## config.mk

```make
export PLATFORM = sky130hd
export DESIGN_NAME = cla_wide_seq_adder
export DESIGN_NICKNAME = d
export VERILOG_FILES = /design/src/rtl/cla_pkg.sv /design/src/rtl/cla_wide_seq_adder_cla16.sv /design/src/rtl/cla_wide_seq_adder.sv
export SDC_FILE = /design/constraint.sdc
export NUM_CORES = 1
export LEC_CHECK = 0
export CAP_MARGIN = 10
export CORE_ASPECT_RATIO = 2
export CORE_UTILIZATION = 53
export DETAILED_ROUTE_END_ITERATION = 16
export GPL_TIMING_DRIVEN = 1
export PLACE_DENSITY_LB_ADDON = 0.15
export SLEW_MARGIN = 20
export SYNTH_ARGS = -nofsm -noshare
export SYNTH_HDL_FRONTEND = slang
export SYNTH_HIERARCHICAL = 1
export SYNTH_SLANG_ARGS = --single-unit
```

## constraint.sdc

```tcl
create_clock -name CLK_in -period 5.75 [get_ports CLK_in]
set_clock_uncertainty 0.15 [all_clocks]
set_input_delay 0.8625 -clock CLK_in [delete_from_list [all_inputs] [get_ports CLK_in]]
set_output_delay 0.8625 -clock CLK_in [all_outputs]
set_load 0.02 [all_outputs]
```

## src/rtl/cla_pkg.sv

```systemverilog
// rtl/cla_pkg.sv - shared limb width, FSM encoding and limb-select helper for the wide sequential adder
package cla_pkg;

    localparam int LIMB_W    = 16;
    localparam int MAX_LIMBS = 16;
    localparam int MAX_W     = LIMB_W * MAX_LIMBS;

    typedef enum logic [1:0] {
        ST_IDLE = 2'd0,
        ST_RUN  = 2'd1,
        ST_DONE = 2'd2
    } state_e;

    // Callers zero-extend their operand to MAX_W so one helper serves every N_LIMBS.
    function automatic logic [LIMB_W-1:0] limb_sel(input logic [MAX_W-1:0] v, input logic [3:0] k);
        return v[k*LIMB_W +: LIMB_W];
    endfunction

endpackage

```

## src/rtl/cla_wide_seq_adder_cla16.sv

```systemverilog
// rtl/cla_wide_seq_adder_cla16.sv - 16-bit carry-lookahead adder stage (4 groups of 4 bits)
module CLA_16
    import cla_pkg::*;
(
    input  logic [LIMB_W-1:0] A_in,
    input  logic [LIMB_W-1:0] B_in,
    input  logic              C_in,
    output logic [LIMB_W-1:0] S_out,
    output logic              C_out
);

    logic [LIMB_W-1:0] g;
    logic [LIMB_W-1:0] p;
    logic [3:0]        gg;
    logic [3:0]        gp;
    logic [4:0]        gc;
    logic [LIMB_W:0]   c;

    // Bit generate/propagate, group lookahead, then per-bit carries inside each group.
    always_comb begin
        g = A_in & B_in;
        p = A_in ^ B_in;
        for (int j = 0; j < 4; j++) begin
            gg[j] = g[4*j+3]
                  | (p[4*j+3] & g[4*j+2])
                  | (p[4*j+3] & p[4*j+2] & g[4*j+1])
                  | (p[4*j+3] & p[4*j+2] & p[4*j+1] & g[4*j]);
            gp[j] = &p[4*j +: 4];
        end
        gc[0] = C_in;
        gc[1] = gg[0] | (gp[0] & C_in);
        gc[2] = gg[1] | (gp[1] & gg[0]) | (gp[1] & gp[0] & C_in);
        gc[3] = gg[2] | (gp[2] & gg[1]) | (gp[2] & gp[1] & gg[0])
              | (gp[2] & gp[1] & gp[0] & C_in);
        gc[4] = gg[3] | (gp[3] & gg[2]) | (gp[3] & gp[2] & gg[1])
              | (gp[3] & gp[2] & gp[1] & gg[0]) | (gp[3] & gp[2] & gp[1] & gp[0] & C_in);
        c = '0;
        for (int j = 0; j < 4; j++) begin
            c[4*j] = gc[j];
            for (int i = 0; i < 3; i++) begin
                c[4*j+i+1] = g[4*j+i] | (p[4*j+i] & c[4*j+i]);
            end
        end
        c[LIMB_W] = gc[4];
        S_out = p ^ c[LIMB_W-1:0];
        C_out = c[LIMB_W];
    end

endmodule

```

## src/rtl/cla_wide_seq_adder.sv

```systemverilog
// rtl/cla_wide_seq_adder.sv - multi-limb sequential adder on one CLA_16; optional subtract via CLA_WIDE_SUB_EN
module cla_wide_seq_adder
    import cla_pkg::*;
#(
    parameter int N_LIMBS = 4
) (
    input  logic                       CLK_in,
    input  logic                       RSTn_in,
`ifdef CLA_WIDE_SUB_EN
    input  logic                       Sub_in,
`endif
    input  logic                       Start_in,
    input  logic [LIMB_W*N_LIMBS-1:0]  A_in,
    input  logic [LIMB_W*N_LIMBS-1:0]  B_in,
    input  logic                       C_in,
    output logic                       Ready_out,
    output logic                       Valid_out,
    input  logic                       Ack_in,
    output logic [LIMB_W*N_LIMBS-1:0]  S_out,
    output logic                       C_out,
    output logic                       Ovf_out
);

    localparam int W     = LIMB_W * N_LIMBS;
    localparam int CNT_W = $clog2(N_LIMBS);

    state_e             state_q;
    state_e             state_d;
    logic [CNT_W-1:0]   cnt_q;
    logic [W-1:0]       a_q;
    logic [W-1:0]       b_q;
    logic               carry_q;
    logic [W-1:0]       work_q;
    logic [W-1:0]       work_d;
    logic [W-1:0]       s_q;
    logic               c_q;
    logic               ovf_q;

    logic [W-1:0]       b_eff;
    logic               cin_eff;
    logic               accept;
    logic               last_limb;
    logic [LIMB_W-1:0]  cla_a;
    logic [LIMB_W-1:0]  cla_b;
    logic [LIMB_W-1:0]  cla_s;
    logic               cla_co;

    assign accept    = (state_q == ST_IDLE) && Start_in;
    assign last_limb = (cnt_q == CNT_W'(N_LIMBS-1));

    // Operand conditioning at accept: subtract is A + ~B + 1, so B is inverted and carry-in forced.
    always_comb begin
`ifdef CLA_WIDE_SUB_EN
        b_eff   = Sub_in ? ~B_in : B_in;
        cin_eff = Sub_in ? 1'b1 : C_in;
`else
        b_eff   = B_in;
        cin_eff = C_in;
`endif
    end

    assign cla_a = limb_sel(MAX_W'(a_q), 4'(cnt_q));
    assign cla_b = limb_sel(MAX_W'(b_q), 4'(cnt_q));

    CLA_16 u_cla (
        .A_in  (cla_a),
        .B_in  (cla_b),
        .C_in  (carry_q),
        .S_out (cla_s),
        .C_out (cla_co)
    );

    // Work sum with the current limb merged in; on the last limb this is the finished result.
    always_comb begin
        work_d = work_q;
        for (int k = 0; k < N_LIMBS; k++) begin
            if (cnt_q == CNT_W'(k)) begin
                work_d[k*LIMB_W +: LIMB_W] = cla_s;
            end
        end
    end

    // FSM state register.
    always_ff @(posedge CLK_in or negedge RSTn_in) begin
        if (!RSTn_in) begin
            state_q <= ST_IDLE;
        end else begin
            state_q <= state_d;
        end
    end

    // FSM next state: Start outside IDLE and Ack outside DONE fall through to "stay".
    always_comb begin
        state_d = state_q;
        case (state_q)
            ST_IDLE: if (Start_in)  state_d = ST_RUN;
            ST_RUN:  if (last_limb) state_d = ST_DONE;
            ST_DONE: if (Ack_in)    state_d = ST_IDLE;
            default:                state_d = ST_IDLE;
        endcase
    end

    // FSM outputs.
    always_comb begin
        Ready_out = (state_q == ST_IDLE);
        Valid_out = (state_q == ST_DONE);
    end

    // Datapath: capture on accept, one limb per RUN edge; published results change only on the last limb.
    always_ff @(posedge CLK_in or negedge RSTn_in) begin
        if (!RSTn_in) begin
            cnt_q   <= '0;
            a_q     <= '0;
            b_q     <= '0;
            carry_q <= 1'b0;
            work_q  <= '0;
            s_q     <= '0;
            c_q     <= 1'b0;
            ovf_q   <= 1'b0;
        end else if (accept) begin
            a_q     <= A_in;
            b_q     <= b_eff;
            carry_q <= cin_eff;
            cnt_q   <= '0;
        end else if (state_q == ST_RUN) begin
            work_q  <= work_d;
            carry_q <= cla_co;
            cnt_q   <= cnt_q + 1'b1;
            if (last_limb) begin
                s_q   <= work_d;
                c_q   <= cla_co;
                ovf_q <= (a_q[W-1] == b_q[W-1]) && (cla_s[LIMB_W-1] != a_q[W-1]);
            end
        end
    end

    assign S_out   = s_q;
    assign C_out   = c_q;
    assign Ovf_out = ovf_q;

endmodule

```

==> out/metrics.yaml, run 1 <==
status: "finished clean"
wl_per_cell_microns: 20.3
vias_per_cell: 5.48
port_buffers: 200
avgSynthCellArea_sq_um: 14.6
antenna_found_initial: 0
place_area_sq_um: 13300
area_growth_syn_to_layout_pct: 25.4
cts_buffers: 22
place_ws_ns: 0.801
drtAntennaViolNets: 0
post_cts_resized: 0
stdcell_area_sq_um: 14100
crit_fanout: 25
die_height_microns: 208
path_class: "reg -> reg"
ys_ff_latch: 247
critPathRequiredTime_ns: 5.96
io_pins: 201
slew-limit-headroom_pct: 24.1
crit_arrival_ns: 5.16
hold_viol_final: 0
wirelength_microns: 25200
fp-row-count: 75
fin_crit_ns: 4.95
layout.nets: 1119
grt_first_pass_wirelength_microns: 40500
yosysSeqAreaShare_pct: 55.1
drtIter0Drc: 190
tns_ns: 0
setup_ws_ns: 0.797
ff_latch_area_sq_um: 6180
ys_async_sr_fraction_pct: 100
start_util_pct: 53.9
postCtsSetupBuffers: 0
grt_overflow: 0
synth_top_cell_by_area: "dfrtp_1"
cp-start-kind: "register"
core_sq_um: 20800
grt_max_degree: 146
min_path_type: "in -> async"
drive_gt1_share_pct: 17.8
diodes: 0
worst-slew-pin-transition_ns: 1.14
cts_sinks: 247
clkSlewWorstSetupHoldPaths_ns: 0.07
root_buffer: "clkbuf_16"
dr_total_vias: 6794
fp.dieW_microns: 105
synthesis.nets: 934
multiInputGateArea_sq_um: 4640
yosys.cell_count.top_type: "dfrtp_1"
insertion_delay_ns: 0.51
fin_crit_sh_pct: 86.1
grt.total_usage_pct: 24.1
synth_top_area_share_pct: 55.1
first_global_vias: 7574
cts_htree_levels: 1
slew_violations: 0
syn-cell-area_sq_um: 11200
yosysWarnings: 6
drt-pass1-iter-count: 4
nFillCells: 1577
yosys-top-cells-area: "dfrtp_1, mux2_1, mux2_2"
dieArea_sq_um: 21800
hpwl_microns: 18400
cap_violations: 0
setup_viol: 0
cts_hold_buffers: 0
cts_tree: "yes"
synth.distinct_cells: 36
end_kind: "register"
synth_ff_type: "dfrtp_1"
clockBufferDepth: 3
drc_errors: 0
grt_setup_unrepaired: "false"
syn_inst: 769
fmaxAchievable_mhz: 202
gp_congestion: 0.765
synth_edf_count: 0
synth_top_cells_by_count: "dfrtp_1, mux2_1, mux2_2"
==> area by class of cell <==
class / instances / share of cell area, %
sequential: 247 / 43.9
multi-input combinational: 457 / 33.0
timing repair buffer: 208 / 15.0
clock buffer: 34 / 4.74
tap: 269 / 2.39
inverter: 18 / 0.480
clock inverter: 6 / 0.418
==> kinds of logic (layout without fill, tap and decap cells) <==
logic type | Yosys count | count (layout) | share of synthesized area, %
AOI/OAI and AO/OA | 67 | 67 | 3.24
xor gates and xnor gates | 4 | 4 | 0.312
adders and majority gates | 32 | 32 | 4.37
buffers and inverters | 65 | 266 | 3.56
DFF | 247 | 247 | 55.1
muxes | 274 | 274 | 30.2
and+or+nand+nor | 80 | 80 | 3.28
==> state kept, by name, indices dropped and copies added (netlist names) <==
| register | flops |
|---|---|
| b_q | 64 |
| Ovf_out | 1 |
| work_q | 48 |
| state_q | 2 |
| S_out | 64 |
| a_q | 64 |
| cnt_q | 2 |
| C_out | 1 |
| carry_q | 1 |
==> path summary, 6_finish.rpt <==
| path | to | cells past startpoint | from | slack, ns |
|---|---|---|---|---|
| hold reg to reg | S_out[13] | 2 | S_out[13] | 0.32 |
| min in group CLK_in | S_out[13] | 2 | S_out[13] | 0.32 |
| hold / removal | S_out[44] | 1 | RSTn_in | 0.1 |
| max in group asynchronous | cnt_q[1] | 3 | RSTn_in | 3.98 |
| setup reg to reg | Ovf_out | 14 | cnt_q[0] | 0.80 |
| setup / recovery | Ovf_out | 14 | cnt_q[0] | 0.80 |
==> metrics by stage <==
stage	util (%)	hold WS, ns	cells
final	67.5	0.0967	1239
after global routing	67.5	0.100	1239
after CTS	67.4	0.334	1238
after detailed placement	63.9	0.320	1198
after global placement	63.9	0.310	1198
after floorplan	-	0.302	769
==> placed cells by master (no fill, tap or decap), types with 4 or more instances in the layout <==
cell and n:
inv_1 18, fa_1 12, clkinv_2 4, clkbuf_1 6, buf_4 5, dfrtp_1 245, nor2b_1 4, clkbuf_8 5
nor2_1 10, mux2_1 103, clkbuf_16 23, ha_1 20, nand2_1 52, a21oi_1 6, clkdlybuf4s50_1 199, mux2_2 90
o21ai_0 53, mux2i_1 49, mux4_2 32
==> critical path: stages (launching register included) <==
cell and delay, ns:
dfrtp_2 0.64, buf_12 0.27, mux4_2 0.57, ha_1 0.33, a21oi_1 0.14, nor2_1 0.05, a211oi_1 0.29, nand3_1 0.17
fa_1 0.43, fa_1 0.40, fa_1 0.40, xor2_1 0.48, and3b_1 0.25, a21oi_1 0.12, o21ai_0 0.08
==> layer usage <==
metal | up-vias | wire length (microns) | global-route usage, % | share of wire, %
li1 | 3103 | - | - | -
met1 | 3459 | 9130 | 27.2 | 36
met4 | 0 | 735 | 7.92 | 2.9
met5 | - | 0 | 0 | 0
met3 | 46 | 1040 | 3.49 | 4.1
met2 | 186 | 14300 | 46.0 | 57
Power of run 1 is not shown: default switching activity piles up to over one toggle a cycle in this logic, so the estimate is an artifact.
==> run 2: changes to the inputs <==
--- a/config.mk
+++ b/config.mk
@@ -7,9 +7,11 @@
 export LEC_CHECK = 0
 export CAP_MARGIN = 10
 export CORE_ASPECT_RATIO = 2
-export CORE_UTILIZATION = 53
+export CORE_UTILIZATION = 60
 export DETAILED_ROUTE_END_ITERATION = 16
+export DONT_BUFFER_PORTS = 1
 export GPL_TIMING_DRIVEN = 1
+export HOLD_SLACK_MARGIN = 0.15
 export PLACE_DENSITY_LB_ADDON = 0.15
 export SLEW_MARGIN = 20
 export SYNTH_ARGS = -nofsm -noshare
==> out/metrics.yaml, run 2 (synthesis results as in run 1) <==
cp_slowest_cell: "dfrtp_2"
worst-slew-pin-transition_ns: 1.11  # -0.0330 ns
grt_first_pass_wirelength_microns: 37300  # -7.9%
slew_violations: 0  # unchanged
cts_sinks: 247  # unchanged
post_cts_resized: 0  # unchanged
fp-row-count: 70  # -6.7%
crit_chain: "buf_12 > mux4_2 > ha_1 > a21oi_1 > nor2_1 > a211oi_1 > nand3_1 > fa_1 > fa_1 > fa_1 > xor2_1 > and3b_1 > a21oi_1 > o21ai_0"
setup_viol: 0  # unchanged
layout.cells.most_common: "dfrtp_1"
path_class: "reg -> reg"
root_buffer: "clkbuf_16"
die_height_microns: 195  # -6.0%
start_util_pct: 61.3  # +7.4 points
cts_tree: "yes"
crit_arrival_ns: 5.27  # +0.11 ns
hpwl_microns: 17400  # -5.4%
final_cell_mix: "dfrtp_1, mux2_1, mux2_2, o21ai_0, nand2_1"
grt_setup_unrepaired: "false"
drtAntennaViolNets: 0  # unchanged
vias_per_cell: 6.13  # +12%
path_delay_family: "adder cells"
fp.dieW_microns: 98.7  # -5.9%
fin_crit_ns: 5.04  # +0.0867 ns
violations: "hold timing"
fmaxAchievable_mhz: 198  # -1.7%
grt.total_usage_pct: 25.6  # +1.4 points
layout.nets: 918  # -18%
cts_htree_levels: 1  # unchanged
gp_congestion: 0.832  # +8.7%
critPathRequiredTime_ns: 5.98  # +0.02 ns
cp_common_cell: "fa_1"
crit_fanout: 20  # -20%
dieArea_sq_um: 19300  # -12%
max_stage_delay_ns: 0.76  # +0.12 ns
grt_overflow: 0  # unchanged
cts_buffers: 22  # unchanged
wl_per_cell_microns: 24.1  # +19%
drtIter0Drc: 226  # +19%
drive_gt1_share_pct: 22.4  # +4.6 points
area_growth_syn_to_layout_pct: 6.78
postCtsSetupBuffers: 0  # unchanged
grt_max_degree: 248  # +70%
first_global_vias: 6712  # -11%
dr_total_vias: 6060  # -11%
antenna_found_initial: 7  # +7
hold_viol_final: 231  # +231
drc_errors: 0  # unchanged
end_kind: "register"
min_path_type: "in -> async"
core_sq_um: 18300  # -12%
slew-limit-headroom_pct: 26.3  # +2.2 points
wirelength_microns: 23800  # -5.4%
tns_ns: 0  # unchanged
cp-start-kind: "register"
insertion_delay_ns: 0.51  # about the same
status: "finished, violations left"
cap_violations: 0  # unchanged
io_pins: 201  # unchanged
crit_buf_inv: 1  # unchanged
drt-pass1-iter-count: 4  # unchanged
fin_crit_sh_pct: 87.7  # +1.5 points
clockBufferDepth: 3  # unchanged
port_buffers: 0  # -100%
hold_ws_ns: -0.106  # -0.202 ns
clkSlewWorstSetupHoldPaths_ns: 0.07  # about the same
[run 2: path summary, 6_finish.rpt]
check                         start   endpoint  slack, ns  cells past startpoint
min reg2reg                 a_q[37]    a_q[37]       0.33                      1
max                        cnt_q[0]    Ovf_out       0.71                     14
max reg2reg                cnt_q[0]    Ovf_out       0.71                     14
min in group CLK_in         a_q[37]    a_q[37]       0.33                      1
min                         RSTn_in  S_out[41]      -0.11                      0
max in group asynchronous   RSTn_in   cnt_q[0]       5.11                      0
[run 2: per-layer routing]
layer  GRT usage [%]  vias to the layer above  share of wire (%)
met5               0                        -                  0
met4            11.0                        0                3.9
met3            4.87                       49                5.7
met2            47.9                      188                 56
met1            27.6                     3123                 35
li1                -                     2700                  -
[run 2: layout make-up]
type / instances / area [sq um]
diodes: 6 / 15.0
repair buffers: 7 / 81.3
inverters: 18 / 67.6
clock inverters: 7 / 63.8
fillers: 1329 / 6320
well taps: 216 / 270
multi-input cells: 457 / 4650
flip-flops and latches: 247 / 6180
clock buffers: 31 / 656
[run 2: worst reg2reg max path, cell delays in order, from the launching register on]
cell and delay, ns:
dfrtp_2 0.76, buf_12 0.27, mux4_2 0.57, ha_1 0.34, a21oi_1 0.14, nor2_1 0.07, a211oi_1 0.25, nand3_1 0.18
fa_1 0.41, fa_1 0.40, fa_1 0.39, xor2_1 0.56, and3b_1 0.26, a21oi_1 0.10, o21ai_0 0.09
[run 2: metrics by stage]
step	cells	setup slack, ns	hold WS [ns]	utilization, %	instance area, sq um
after global routing	988	0.325	-0.124	65.4	12000
after floorplan	769	1.38	0.302	-	11200
after global placement	944	0.851	0.314	61.4	11200
after detailed placement	944	0.683	0.321	61.4	11200
final	989	0.710	-0.106	65.5	12000
after CTS	982	0.677	-0.118	65.3	12000
Power of run 2 is left out for the same reason.
